### src/rtl/dp_pkg.sv
// Shared datapath definitions: widths, zero-register index, ALU select codes, flag bundle.
package dp_pkg;

  localparam int DATA_W   = 64;
  localparam int ADDR_W   = 5;
  localparam int ZR_INDEX = 31;

  typedef enum logic [2:0] {
    ADD = 3'b000,
    SUB = 3'b001,
    MUL = 3'b010,
    DIV = 3'b011,
    AND = 3'b100,
    OR  = 3'b101
  } alu_sel_e;

  typedef struct packed {
    logic z;
    logic o;
  } flags_t;

endpackage

### src/rtl/flag_reg.sv
// Two-bit condition-flag register: loads on en_i, holds otherwise, async active-low clear.
module flag_reg
  import dp_pkg::flags_t;
(
  input  logic   clk,
  input  logic   rst_n,
  input  logic   en_i,
  input  flags_t d_i,
  output flags_t q_o
);

  flags_t flags_q;

  always_ff @(posedge clk or negedge rst_n) begin
    if (!rst_n) begin
      flags_q <= '0;
    end else if (en_i) begin
      flags_q <= d_i;
    end
  end

  assign q_o = flags_q;

endmodule

### src/rtl/reg_file.sv
// Register file feeding the ALU: two operand read ports, one debug port, one write port,
// hardwired zero register, optional same-cycle write forwarding, and the ALU flag latch.
module reg_file
  import dp_pkg::flags_t;
#(
  parameter int DATA_W   = dp_pkg::DATA_W,
  parameter int ADDR_W   = dp_pkg::ADDR_W,
  parameter int ZR_INDEX = dp_pkg::ZR_INDEX,
  parameter int BYPASS   = 1
) (
  input  logic              clk,
  input  logic              rst_n,
  input  logic [ADDR_W-1:0] rd_addr1,
  output logic [DATA_W-1:0] rd_data1,
  input  logic [ADDR_W-1:0] rd_addr2,
  output logic [DATA_W-1:0] rd_data2,
  input  logic              wr_en,
  input  logic [ADDR_W-1:0] wr_addr,
  input  logic [DATA_W-1:0] wr_data,
  input  logic              flag_we,
  input  logic              z_in,
  input  logic              o_in,
  output logic              z_flag,
  output logic              o_flag,
  input  logic [ADDR_W-1:0] dbg_addr,
  output logic [DATA_W-1:0] dbg_data
);

  localparam int                DEPTH = 2 ** ADDR_W;
  localparam logic [ADDR_W-1:0] ZR_A  = ADDR_W'(ZR_INDEX);

  logic [DATA_W-1:0] mem_q [DEPTH];
  logic              wr_ok;
  logic              fwd_en;
  logic [ADDR_W-1:0] rd_addr [2];
  logic [DATA_W-1:0] rd_d    [2];
  flags_t            flags_d;
  flags_t            flags_q;

  assign wr_ok = wr_en && (wr_addr != ZR_A);

  // Forwarding is gated by rst_n so reads stay 0 for the whole reset window.
  assign fwd_en = (BYPASS != 0) && rst_n && wr_ok;

  always_ff @(posedge clk or negedge rst_n) begin
    if (!rst_n) begin
      for (int i = 0; i < DEPTH; i++) begin
        mem_q[i] <= '0;
      end
    end else if (wr_ok) begin
      mem_q[wr_addr] <= wr_data;
    end
  end

  assign rd_addr[0] = rd_addr1;
  assign rd_addr[1] = rd_addr2;

  always_comb begin
    for (int p = 0; p < 2; p++) begin
      rd_d[p] = mem_q[rd_addr[p]];
      if (rd_addr[p] == ZR_A) begin
        rd_d[p] = '0;
      end else if (fwd_en && (wr_addr == rd_addr[p])) begin
        rd_d[p] = wr_data;
      end
    end
  end

  assign rd_data1 = rd_d[0];
  assign rd_data2 = rd_d[1];
  assign dbg_data = (dbg_addr == ZR_A) ? '0 : mem_q[dbg_addr];

  assign flags_d.z = z_in;
  assign flags_d.o = o_in;

  flag_reg u_flag_reg (
    .clk   (clk),
    .rst_n (rst_n),
    .en_i  (flag_we),
    .d_i   (flags_d),
    .q_o   (flags_q)
  );

  assign z_flag = flags_q.z;
  assign o_flag = flags_q.o;

endmodule

### config.mk
export PLATFORM = sky130hd
export DESIGN_NAME = reg_file
export DESIGN_NICKNAME = d
export VERILOG_FILES = /design/src/rtl/dp_pkg.sv /design/src/rtl/flag_reg.sv /design/src/rtl/reg_file.sv
export SDC_FILE = /design/constraint.sdc
export NUM_CORES = 2
export LEC_CHECK = 0
export CAP_MARGIN = 20
export CORE_ASPECT_RATIO = 2
export CORE_UTILIZATION = 44
export CTS_BUF_LIST = sky130_fd_sc_hd__clkbuf_8
export CTS_CLUSTER_DIAMETER = 80
export DETAILED_ROUTE_END_ITERATION = 10
export GPL_TIMING_DRIVEN = 1
export PLACE_DENSITY = 0.67
export SETUP_SLACK_MARGIN = 0.15
export SYNTH_ARGS = -nofsm -noshare
export SYNTH_HDL_FRONTEND = slang
export SYNTH_SLANG_ARGS = --single-unit
### constraint.sdc
create_clock -name clk -period 3.05 [get_ports clk]
set_input_delay 0.305 -clock clk [delete_from_list [all_inputs] [get_ports clk]]
set_output_delay 0.305 -clock clk [all_outputs]
set_load 0.005 [all_outputs]
==> run_results.csv <==
group,metric,value,unit
worst_setup_path,slowest_stage,"mux4_2",
sta,slew_viol_final,0,
floorplanning,dieArea,291000,um^2
placement,place_area,142000,um^2
worst_setup_path,crit_path_max_fanout,4,
clock_network,cts_root_buf,"clkbuf_8",
routing,drt_iter0_drc,9814,
sta,setup_viol,164,
sta,setup_ws,-0.478,ns
routing,num_vias,95000,
routing,totalWireLength,509000,um
floorplanning,start_util,0.443,
routing,via_per_inst,7.00,
final_layout,syn2layout_area_growth,21.7,%
final_layout,final_util,0.539,
routing,wl_per_cell,37.5,um
logic_synthesis,synth_top_area_share,0.403,
sta,rsz0062_at_grt,"true",
global_routing,antenna_found_initial,16,
clock_network,numCtsBuffers,304,
final_layout,fin_area,155000,um^2
logic_synthesis,ys_ff_latch,2050,
worst_setup_path,endpoint_kind,"primary output",
logic_synthesis,synth_cell_types,61,
worst_setup_path,criticalPathCategory,"register to primary output",
sta,finClkSkew,0,ns
routing,first_pass_iters,5,
worst_setup_path,reg2reg_to,"u_flag_reg.q_o[0]$_DFFE_PN0P_",
global_routing,gr-total-overflow,0,
worst_setup_path,max_stage_delay,0.52,ns
run,max_cap_violations,0,
logic_synthesis,synth_area_per_cell,14.8,um^2
sta,period_needed,3.53,ns
sta,setup_tns,-26.37,ns
logic_synthesis,synth_ff_type,"dfrtp_1",
worst_setup_path,worstPathCellList,"mux4_2 -> mux4_2 -> a221oi_4 -> nor2_4 -> buf_6 -> buf_6",
final_layout,fin_nets,9649,
pwr,ir_worst_vdd,358,uV
sta,worst_slew_margin_rel,0.206,
placement,dpl.cell_count,12700,
clock_network,clk_pin_slew,0.07,ns
sta,hold_viol_final,0,
global_routing,grt_pass1_wl,731000,um
logic_synthesis,synth_most_common_cell,"dfrtp_1",
logic_synthesis,synth_nets,8661,
floorplanning,coreArea,287000,um^2
floorplanning,die_h,762,um
routing,drc_errors,0,
hold_path,worstHoldPathType,"input port to asynchronous set/reset pin",
worst_setup_path,worstPathRequired,2.74,ns
clock_network,cts_htree_levels,5,
final_layout,instances_no_fill,13600,
worst_setup_path,cp_data_arrival_time,3.22,ns
run_status,status,"finished with violations",
sta,finalCritPeriodShare,1.16,
sta,whs,0.0890,ns
logic_synthesis,synth_area_leaders,"dfrtp_1 (40%), mux4_2 (27%), mux2_2 (18%)",
floorplanning,fp-row-count,278,
pwr,leakage,0.0662,uW
global_routing,grt_max_degree,188,
routing,antenna_left,0,
logic_synthesis,syn_inst,8571,
worst_setup_path,startpoint_type,"register",
logic_synthesis,synth_seq_area_share,0.403,
clock_network,clock_latency,1.03,ns
logic_synthesis,ys_warn_count,0,
final_layout,final_layout_size_suffix_gt1_frac,0.630,
sta,fmaxAchievable,0.283,GHz
logic_synthesis,async_flop_share,1.00,
pwr,powerDensity,575,nW/um^2
global_routing,grt_pass1_vias,101000,
logic_synthesis,synth_edf_count,0,
placement,place.gp.congestion,0.948,
worst_setup_path,regToRegSetupSlack,1.76,ns
clock_network,clk_path_buf_depth,4,
floorplanning,die-width,382,um
global_routing,grt_usage,0.348,
clock_network,cts.sinks,2050,
placement,hpwl,329000,um
worst_setup_path,regToRegStartpoint,"u_flag_reg.q_o[0]$_DFFE_PN0P_",
logic_synthesis,syn_area,127000,um^2
worst_setup_path,reg2regPathDepth,2,
logic_synthesis,yosys.area.top_type,"dfrtp_1",
run_status,violations,"negative setup slack",
placement,io_buffers,283,
clock_network,cts_tree,"built",
floorplanning,ios,284,
logic_synthesis,synthTopCellsByCount,"dfrtp_1 (2050), mux2_2 (2033), mux4_2 (1524), clkbuf_1 (586), mux2i_1 (557)",
sta,worstMarginPinSlew,1.19,ns
## power by group
part / switching [uW] / total [uW] / internal, uW
Combinational: 10900 / 27300 / 16400
Sequential: 5210 / 37500 / 32300
Clock: 11800 / 24100 / 12300
## per-stage QoR
step / power [uW] / setup slack, ns
6_report: 88900 / -0.478
5_1_grt: 92100 / -0.489
4_1_cts: 87900 / -0.530
3_5_place_dp: 62200 / -0.954
3_3_place_gp: 61100 / -1.06
2_1_floorplan: 52400 / 0.555
## layout by cell type, fill, tap and decap left out, types with 72 or more instances in the layout
master and n:
a221oi_2 73, mux4_2 1524, mux2i_1 525, inv_1 89, mux2_2 2029, dfrtp_1 2046
buf_12 336, o21ai_0 72, nor2_1 110, nand2_1 206, buf_2 130, buf_4 936
buf_6 229, clkbuf_8 368, clkdlybuf4s50_1 73
## final cells by class
type	count	area [um^2]
inverters	11	66.3
diodes	5	12.5
clock buffers	367	5050
clock inverters	165	1180
multi-input cells	5463	74400
flip-flops and latches	2050	51300
well taps	3780	4730
fillers	23100	132000
repair buffers	1729	18000
## how the worst max path moves through the flow
stage | start | end | slack (ns)
finish | mem_q[1793]$_DFFE_PN0P_ | rd_data2[1] | -0.48
global route | mem_q[7]$_DFFE_PN0P_ | rd_data2[7] | -0.49
CTS | mem_q[327]$_DFFE_PN0P_ | rd_data2[7] | -0.53
detailed placement | wr_addr[2] | rd_data1[54] | -0.95
global placement | wr_addr[2] | rd_data1[54] | -1.06
floorplan | dbg_addr[0] | dbg_data[0] | 0.55
## worst max-delay path, delay by kind of cell, from the launching register on
kind	cells	cell delay, ns
compound gates	1	0.39
flops	1	0.44
buf+inv	2	0.24
simple gates	1	0.12
mux	2	1.00
## metal layers
layer	vias to the layer above	global-route usage	part of all wire
li1	36000	-	-
met1	50100	0.416	0.34
met2	6626	0.540	0.46
met3	2261	0.0852	0.11
met4	10	0.268	0.094
met5	-	0	0.00013
## kinds of logic after synthesis
family,share of synthesized area
AO/OA/AOI/OAI,0.0397
XOR/XNOR,0.000689
buffers and inverters,0.0391
flip-flops,0.403
multiplexers,0.494
AND/OR/NAND/NOR,0.0232
## registers in the layout, indices dropped and copies added (netlist names)
register and flops:
u_flag_reg.q_o 2, mem_q 2048
## repair_timing
item	in CTS	in global routing
pin swaps	265	197
gates resized for setup	1398	231
buffers inserted	268	109
hold buffers	5	0
hold endpoints to repair	852	0
endpoints found under the setup margin	192	192
(Power assumes the default switching activity.)
